File: src/rtl/axi_lite_pkg.sv
// Shared AXI4-Lite response codes and helpers for the register-bank slaves.
package axi_lite_pkg;

  typedef enum logic [1:0] {
    RESP_OKAY   = 2'b00,
    RESP_EXOKAY = 2'b01,
    RESP_SLVERR = 2'b10,
    RESP_DECERR = 2'b11
  } resp_t;

  localparam int unsigned MAX_DATA_WIDTH = 64;
  localparam int unsigned MAX_STRB_WIDTH = MAX_DATA_WIDTH / 8;

  // Byte-lane merge: lanes with a set strobe take the new data, others keep old.
  function automatic logic [MAX_DATA_WIDTH-1:0] strb_merge(
    input logic [MAX_DATA_WIDTH-1:0] old_word,
    input logic [MAX_DATA_WIDTH-1:0] data,
    input logic [MAX_STRB_WIDTH-1:0] strb
  );
    logic [MAX_DATA_WIDTH-1:0] merged;
    merged = old_word;
    for (int b = 0; b < MAX_STRB_WIDTH; b++) begin
      if (strb[b]) begin
        merged[8*b +: 8] = data[8*b +: 8];
      end
    end
    return merged;
  endfunction

  // Word index of a byte address; the byte-offset bits are dropped.
  function automatic int unsigned addr_to_idx(
    input logic [63:0] addr,
    input int unsigned addr_width,
    input int unsigned data_width
  );
    logic [63:0] masked;
    int unsigned lsb;
    lsb    = (data_width == 64) ? 3 : 2;
    masked = addr & ((64'd1 << addr_width) - 64'd1);
    masked = masked >> lsb;
    return masked[31:0];
  endfunction

endpackage

File: src/rtl/axi_hold_slot.sv
// One-entry capture register: accepts a beat when empty and holds it until cleared.
module axi_hold_slot #(
  parameter int WIDTH = 32
) (
  input  logic             clk,
  input  logic             srst,
  input  logic             in_valid,
  output logic             in_ready,
  input  logic [WIDTH-1:0] in_data,
  input  logic             clear,
  output logic             full,
  output logic [WIDTH-1:0] data
);

  logic             full_reg;
  logic [WIDTH-1:0] data_reg;

  always_ff @(posedge clk) begin
    if (srst) begin
      full_reg <= 1'b0;
      data_reg <= '0;
    end else if (clear) begin
      full_reg <= 1'b0;
    end else if (in_valid && !full_reg) begin
      full_reg <= 1'b1;
      data_reg <= in_data;
    end
  end

  assign in_ready = !full_reg;
  assign full     = full_reg;
  assign data     = data_reg;

endmodule

File: src/rtl/axi_regfile.sv
// AXI4-Lite register bank: NUM_REGS byte-strobed registers, optional read-only
// status words sourced from fabric, SLVERR for out-of-range or read-only writes.
module axi_regfile
  import axi_lite_pkg::*;
#(
  parameter int                             NUM_REGS   = 8,
  parameter int                             DATA_WIDTH = 64,
  parameter int                             ADDR_WIDTH = 12,
  parameter logic [NUM_REGS*DATA_WIDTH-1:0] INIT_VAL   = '0,
  parameter logic [NUM_REGS-1:0]            RO_MASK    = '0
) (
  input  logic                             s_axi_aclk,
  input  logic                             s_axi_areset,
  output logic [NUM_REGS*DATA_WIDTH-1:0]   val,
  input  logic [NUM_REGS*DATA_WIDTH-1:0]   ro_val,
  output logic [NUM_REGS-1:0]              wr_pulse,
  input  logic [ADDR_WIDTH-1:0]            s_axi_awaddr,
  input  logic                             s_axi_awvalid,
  output logic                             s_axi_awready,
  input  logic [DATA_WIDTH-1:0]            s_axi_wdata,
  input  logic [DATA_WIDTH/8-1:0]          s_axi_wstrb,
  input  logic                             s_axi_wvalid,
  output logic                             s_axi_wready,
  output logic [1:0]                       s_axi_bresp,
  output logic                             s_axi_bvalid,
  input  logic                             s_axi_bready,
  input  logic [ADDR_WIDTH-1:0]            s_axi_araddr,
  input  logic                             s_axi_arvalid,
  output logic                             s_axi_arready,
  output logic [DATA_WIDTH-1:0]            s_axi_rdata,
  output logic [1:0]                       s_axi_rresp,
  output logic                             s_axi_rvalid,
  input  logic                             s_axi_rready
);

  localparam int STRB_W  = DATA_WIDTH / 8;
  localparam int W_WIDTH = DATA_WIDTH + STRB_W;

  logic                              aw_full;
  logic                              w_full;
  logic [ADDR_WIDTH-1:0]             aw_addr;
  logic [W_WIDTH-1:0]                w_bundle;
  logic [DATA_WIDTH-1:0]             w_data;
  logic [STRB_W-1:0]                 w_strb;
  logic                              commit;
  int unsigned                       wr_idx;
  int unsigned                       rd_idx;
  logic [NUM_REGS-1:0]               wr_legal_vec;
  logic [NUM_REGS-1:0]               rd_hit_vec;
  logic [NUM_REGS:0][DATA_WIDTH-1:0] rd_chain;
  logic                              ar_fire;

  logic                              bvalid_reg;
  logic [1:0]                        bresp_reg;
  logic                              rvalid_reg;
  logic [DATA_WIDTH-1:0]             rdata_reg;
  logic [1:0]                        rresp_reg;

  axi_hold_slot #(.WIDTH(ADDR_WIDTH)) u_aw_slot (
    .clk      (s_axi_aclk),
    .srst     (s_axi_areset),
    .in_valid (s_axi_awvalid),
    .in_ready (s_axi_awready),
    .in_data  (s_axi_awaddr),
    .clear    (commit),
    .full     (aw_full),
    .data     (aw_addr)
  );

  axi_hold_slot #(.WIDTH(W_WIDTH)) u_w_slot (
    .clk      (s_axi_aclk),
    .srst     (s_axi_areset),
    .in_valid (s_axi_wvalid),
    .in_ready (s_axi_wready),
    .in_data  ({s_axi_wstrb, s_axi_wdata}),
    .clear    (commit),
    .full     (w_full),
    .data     (w_bundle)
  );

  assign {w_strb, w_data} = w_bundle;

  // A pending response blocks the next commit unless it is retired on this edge.
  assign commit = aw_full && w_full && (!bvalid_reg || s_axi_bready);

  assign wr_idx        = addr_to_idx(64'(aw_addr), ADDR_WIDTH, DATA_WIDTH);
  assign rd_idx        = addr_to_idx(64'(s_axi_araddr), ADDR_WIDTH, DATA_WIDTH);
  assign ar_fire       = s_axi_arvalid && !rvalid_reg;
  assign s_axi_arready = !rvalid_reg;
  assign rd_chain[0]   = '0;

  for (genvar gi = 0; gi < NUM_REGS; gi++) begin : g_reg
    localparam logic [DATA_WIDTH-1:0] INIT_WORD = INIT_VAL[gi*DATA_WIDTH +: DATA_WIDTH];
    logic [DATA_WIDTH-1:0] src_word;

    assign rd_hit_vec[gi] = (rd_idx == gi);

    if (RO_MASK[gi]) begin : g_ro
      assign wr_legal_vec[gi]                     = 1'b0;
      assign val[gi*DATA_WIDTH +: DATA_WIDTH]     = INIT_WORD;
      assign wr_pulse[gi]                         = 1'b0;
      assign src_word                             = ro_val[gi*DATA_WIDTH +: DATA_WIDTH];
    end else begin : g_rw
      logic [DATA_WIDTH-1:0] word_reg;
      logic                  pulse_reg;
      logic                  hit;
      logic                  unused_ro;

      assign hit = commit && (wr_idx == gi);

      always_ff @(posedge s_axi_aclk) begin
        if (s_axi_areset) begin
          word_reg  <= INIT_WORD;
          pulse_reg <= 1'b0;
        end else begin
          pulse_reg <= hit;
          if (hit) begin
            word_reg <= DATA_WIDTH'(strb_merge(64'(word_reg), 64'(w_data), 8'(w_strb)));
          end
        end
      end

      assign wr_legal_vec[gi]                 = (wr_idx == gi);
      assign val[gi*DATA_WIDTH +: DATA_WIDTH] = word_reg;
      assign wr_pulse[gi]                     = pulse_reg;
      assign src_word                         = word_reg;
      // Status inputs of writable registers are never returned.
      assign unused_ro                        = ^ro_val[gi*DATA_WIDTH +: DATA_WIDTH];
    end

    assign rd_chain[gi+1] = rd_chain[gi] | (rd_hit_vec[gi] ? src_word : '0);
  end

  always_ff @(posedge s_axi_aclk) begin
    if (s_axi_areset) begin
      bvalid_reg <= 1'b0;
      bresp_reg  <= RESP_OKAY;
    end else if (commit) begin
      bvalid_reg <= 1'b1;
      bresp_reg  <= (|wr_legal_vec) ? RESP_OKAY : RESP_SLVERR;
    end else if (s_axi_bready) begin
      bvalid_reg <= 1'b0;
    end
  end

  // Register words are sampled before this edge's commit lands, so a colliding
  // read returns the pre-write value.
  always_ff @(posedge s_axi_aclk) begin
    if (s_axi_areset) begin
      rvalid_reg <= 1'b0;
      rdata_reg  <= '0;
      rresp_reg  <= RESP_OKAY;
    end else if (ar_fire) begin
      rvalid_reg <= 1'b1;
      rdata_reg  <= rd_chain[NUM_REGS];
      rresp_reg  <= (|rd_hit_vec) ? RESP_OKAY : RESP_SLVERR;
    end else if (s_axi_rready) begin
      rvalid_reg <= 1'b0;
    end
  end

  assign s_axi_bvalid = bvalid_reg;
  assign s_axi_bresp  = bresp_reg;
  assign s_axi_rvalid = rvalid_reg;
  assign s_axi_rdata  = rdata_reg;
  assign s_axi_rresp  = rresp_reg;

endmodule

File: config.mk
export PLATFORM = sky130hd
export DESIGN_NAME = axi_regfile
export DESIGN_NICKNAME = d
export VERILOG_FILES = /design/src/rtl/axi_lite_pkg.sv /design/src/rtl/axi_hold_slot.sv /design/src/rtl/axi_regfile.sv
export SDC_FILE = /design/constraint.sdc
export NUM_CORES = 1
export LEC_CHECK = 0
export ABC_AREA = 1
export BUFFER_PORTS_ARGS = -buffer_cell sky130_fd_sc_hd__buf_2
export CAP_MARGIN = 10
export CORE_AREA = 2 2 464 466
export CTS_BUF_LIST = sky130_fd_sc_hd__clkbuf_8
export DETAILED_ROUTE_END_ITERATION = 6
export DIE_AREA = 0 0 466 468
export GPL_TIMING_DRIVEN = 1
export PLACE_DENSITY = 0.31
export SLEW_MARGIN = 40
export SYNTH_ARGS = -nofsm -noshare
export SYNTH_HDL_FRONTEND = slang
export SYNTH_HIERARCHICAL = 1
export SYNTH_SLANG_ARGS = --single-unit
File: constraint.sdc
create_clock -name s_axi_aclk -period 2.72 [get_ports s_axi_aclk]
set_input_delay 0 -clock s_axi_aclk [delete_from_list [all_inputs] [get_ports s_axi_aclk]]
set_output_delay 0 -clock s_axi_aclk [all_outputs]
set_load 0.03 [all_outputs]
* Yosys cells after proc, flatten, opt, wreduce, memory -nomap -nowiden
Index checks and enable logic that the tools add are counted.
** Storage, ports and cells
- Memories kept :: 0
- Bits in read-only memories :: 0
- Bits in registers :: 676
- Word-level logic and storage cells :: 208
- Bits in latches :: 0
- Bits of input ports :: 615
- Memory bits (writable) :: 0
- Output and inout port bits :: 593
** Operators by class
- Magnitude comparators :: 0
- Reductions and logical operators :: 91
- Add/subtract/negate cells :: 0
- Shifts and indexed selects :: 0
- Multipliers :: 0
- Eq/ne operators :: 14
- Mux-type cells :: 14
- Div/mod/pow operators :: 0
- Bitwise logic cells :: 8
** Operators by type and width (count)
- 2-to-1 mux 64 bit :: 8
- bitwise OR 64 bit :: 7
- AND reduction 2 bit :: 66
- == test 9 x 3 -> 1 bit (second input constant) :: 8
- logical NOT 32 bit :: 2
- == test 9 x 2 -> 1 bit (second input constant) :: 4
- == test 9 x 1 -> 1 bit (second input constant) :: 2
- OR reduction 8 bit :: 2
- logical AND 1 bit :: 13
- logical NOT 1 bit :: 4
- 2-to-1 mux 1 bit :: 4
- 2-to-1 mux 2 bit :: 2
- nonzero test 2 bit :: 2
- OR reduction 2 bit :: 1
- logical OR 1 bit :: 1
- NOT 1 bit :: 1

* Logic depth before layout (Yosys ltp)
- Word-level depth :: 9
- Gate-level depth with buffers :: 11
- Gate-level depth less buffers :: 9

* Cells and area by module
Netlist, hierarchy kept.
** By module, submodules not included
- axi_regfile :: instances 1, area an instance 27438.8 µm², sequential area each 11771.3 µm², cells each 4271
- axi_hold_slot at u_w_slot :: instances 1, area an instance 3194.3 µm², sequential area each 1461.4 µm², cells each 476
- axi_hold_slot at u_aw_slot :: instances 1, area an instance 601.8 µm², sequential area each 260.2 µm², cells each 84

* Least setup slack after synthesis
No wires, ideal clock.
- Path type :: register to register
- From :: register u_aw_slot.full_reg (netlist: u_aw_slot/full)
- To :: register u_w_slot.data_reg[16] (netlist: u_w_slot/data[16])
- Data required time :: 2.605 ns
- Path buffers :: 4
- Slack :: 0.731 ns
- Library setup time :: 0.115 ns
- Data arrival time :: 1.874 ns
- Clock period less this slack :: 1.989 ns
- Cell stages (with the launch flop) :: 10
- Cells stage by stage :: dfxtp_1 nand2_1 a21oi_1 buf_2 buf_1 nor2_4 buf_4 buf_2 a21oi_1 nor2_1
** Between the ends
- Word-level cells in the longest chain between the ends :: 4
** RTL lines
- start, declared :: line axi_hold_slot.sv:15 : logic full_reg;
- start signal, assigned :: line axi_hold_slot.sv:20 : full_reg <= 1'b0;
- start signal, assigned :: line axi_hold_slot.sv:23 : full_reg <= 1'b0;
- start signal, assigned :: line axi_hold_slot.sv:25 : full_reg <= 1'b1;
- logical AND 1 bit (2 in series) :: line axi_regfile.sv:84 : assign commit = aw_full && w_full && (!bvalid_reg || s_axi_bready);
- via commit :: line axi_regfile.sv:45 : logic commit;
- NOT 1 bit (no source line)
- AND reduction 2 bit (no source line)
- end signal, assigned :: line axi_hold_slot.sv:26 : data_reg <= in_data;
- end, declared :: line axi_hold_slot.sv:16 : logic [WIDTH-1:0] data_reg;
The timed path passes the listed nets, and every way through them passes these cells.
A chain may end at the register's enable or synchronous reset.

* Worst setup path in the final report
- From :: register u_aw_slot.full_reg (netlist: u_aw_slot/full)
- To :: register u_w_slot.data_reg[21] (netlist: u_w_slot/data[21])
** Between the ends
- Word-level cells in the longest chain between the ends :: 4
** RTL lines (line)
- logical AND 1 bit (2 in series) :: axi_regfile.sv:84
- NOT 1 bit (no source line)
- AND reduction 2 bit (no source line)
No other way between the ends.

==> out/results.txt <==
Max reg flops = 512
CTS buffer count = 145
CTS tree = yes
Via-to-Cell Ratio = 4.05
H-Tree Depth = 4
Top-Level Pins = 1208
CTS clock-pin slew for the worst setup and hold paths = 0.06 ns
Arr. time, crit path = 3.38 ns
Internal power = 16.9 mW
Minimum clock period = 2.59 ns
CTS resizes = 0
# port buffers = 687
Antenna viol nets, final = 0
HPWL Detailed = 152 mm
Setup ws final = 0.132 ns
Leakage Power = 20.4 nW
CP Capture Type = register
Switching Fraction = 30.4%
Root buf cell = clkbuf_8
Hold Vio Cnt, Final = 0
Status = complete, no violations
Cell total after placement = 8193
Pwr Density = 546 mW/mm2
P_sw = 7.40 mW
Initial antenna violation count = 18
Final setup vio count = 0
CORE AREA = 0.213 mm2
Reg power frac = 42.9%
Min Hold Slack = 0.233 ns
Die area = 0.218 mm2
GPL Wtd Cong = 0.833
Worst-Margin Slew = 0.862 ns
Setup_tns = 0 ns
Max_cap viols = 0
Syn avg cell area = 6.46 um2
Post-route cell area = 0.0445 mm2
Reg2reg start = u_aw_slot/full$_SDFFE_PP0P_
Die height = 468 um
Total track usage = 18.6%
Post-DR wirelength/cell = 23.9 um
Layout cells sized above 1 = 18.1%
Pre-CTS setup slack = 0.128 ns
Area occupied by multi-input gates = 0.0136 mm2
YS warnings = 6
Fill count = 24500
Vias in the first global route = 34200
WS Path Type = register to register
Final Skew = 0.0461 ns
Comb pwr share = 10.4%
Num Clock Sinks = 671
Min-delay src = s_axi_araddr[6]
FMAX = 386 MHz
CP Launch Type = register
Final Util = 20.9%
Worst Path Required = 3.52 ns
Mapped Area = 0.0311 mm2
Iter 0 DRT Violations = 2409
Slew Viols, Final = 0
Cell Rows = 170
# DRC = 0
Worst setup path startpoint = u_aw_slot/full$_SDFFE_PP0P_
Post-Route WL = 210 mm
Setup repair after global routing missed its margin = no
Hold crit path type = input port to register
Die X = 466 um
# nets final = 6426
Area after DPL = 0.0386 mm2
Final cell count without fillers = 8763
Longest Clk Path Bufs = 3
Congestion Overflow GR = 0
Sequential cell area = 0.0134 mm2
Total power draw = 24.3 mW
Largest net degree at the start of global routing = 98
Slew headroom = 42.5%
Worst Path Max Fanout = 52
Tcrit/Tclk final = 95.1%
Worst R2R Setup Slack = 0.13 ns
Initial Util = 14.6%
DR vias = 35500
Worst skew pair latency = 0.93 ns
Layout area overhead = 43.2%
Maximum vdd drop = 0.464 mV
Global-route wire length before repair = 285 mm
Clock power share = 46.7%
Drt pass-1 iters = 5
Cells after Synth = 4813
## final cells by class
type,count,area share (%)
flip-flops and latches,671,30.2
clock inverters,74,0.910
repair buffers,1132,18.1
clock buffers,178,5.50
inverters,795,6.75
well taps,2838,7.97
diodes,9,0.0506
multi-input cells,3066,30.5
## power groups by stage
stage | Clock, mW | Combinational, mW | Sequential, mW
CTS | 11.8 | 2.55 | 10.4
detailed placement | 0 | 2.16 | 10.6
floorplan | 0 | 1.07 | 10.5
finish | 11.4 | 2.52 | 10.4
global placement | 0 | 2.15 | 10.6
global route | 12.2 | 2.77 | 10.4
## final timing paths
path,endpoint,depth (start not counted)
max,u_w_slot/data[21]$_SDFFE_PP0P_,9
min,s_axi_rdata[54]$_SDFFE_PP0P_,12
max reg2reg,u_w_slot/data[21]$_SDFFE_PP0P_,9
min reg2reg,g_reg[7].g_rw.word_reg[52]$_SDFFE_PP0P_,2
## placed cells by master (no fill, tap or decap), types with 3 or more instances in the layout
cell type and n:
nand2_2 3, inv_6 6, buf_4 98, nand2_1 1019
nand3_1 727, a21oi_1 466, inv_8 3, nor2_2 16
clkbuf_8 178, nor3_4 3, clkinv_8 3, o21ai_0 228
o21bai_1 5, diode_2 9, nand4_1 24, nor4_1 4
nor2_4 12, buf_2 685, clkinv_2 9, inv_1 841
dlygate4sd3_1 306, nor3_1 5, dfxtp_1 671, nor2_1 545
buf_12 41
## what timing repair did
action,in CTS,in global routing
buffers inserted,0,3
hold buffers,306,0
endpoints found under the setup margin,0,56
endpoints found under the hold margin,378,0
## worst max-delay path, cell delays in order (launching register included)
cell and delay [ns]:
dfxtp_1 0.37, nand2_1 0.15, a21oi_4 0.06, nor2_4 0.18, buf_12 0.29, nand3_1 0.11, dlygate4sd3_1 0.58, nand2_1 0.08
nor2_1 0.05, dlygate4sd3_1 0.55
## routing by layer
layer	up-vias	wire length [um]	global-route usage, %	share of wire, %
li1	17100	-	-	-
met1	16900	99600	25.5	47
met2	1266	86300	27.3	41
met3	258	19000	6.71	9.1
met4	6	4760	4.77	2.3
met5	-	28	0	0.013
Power figures use the tool's default switching activity.
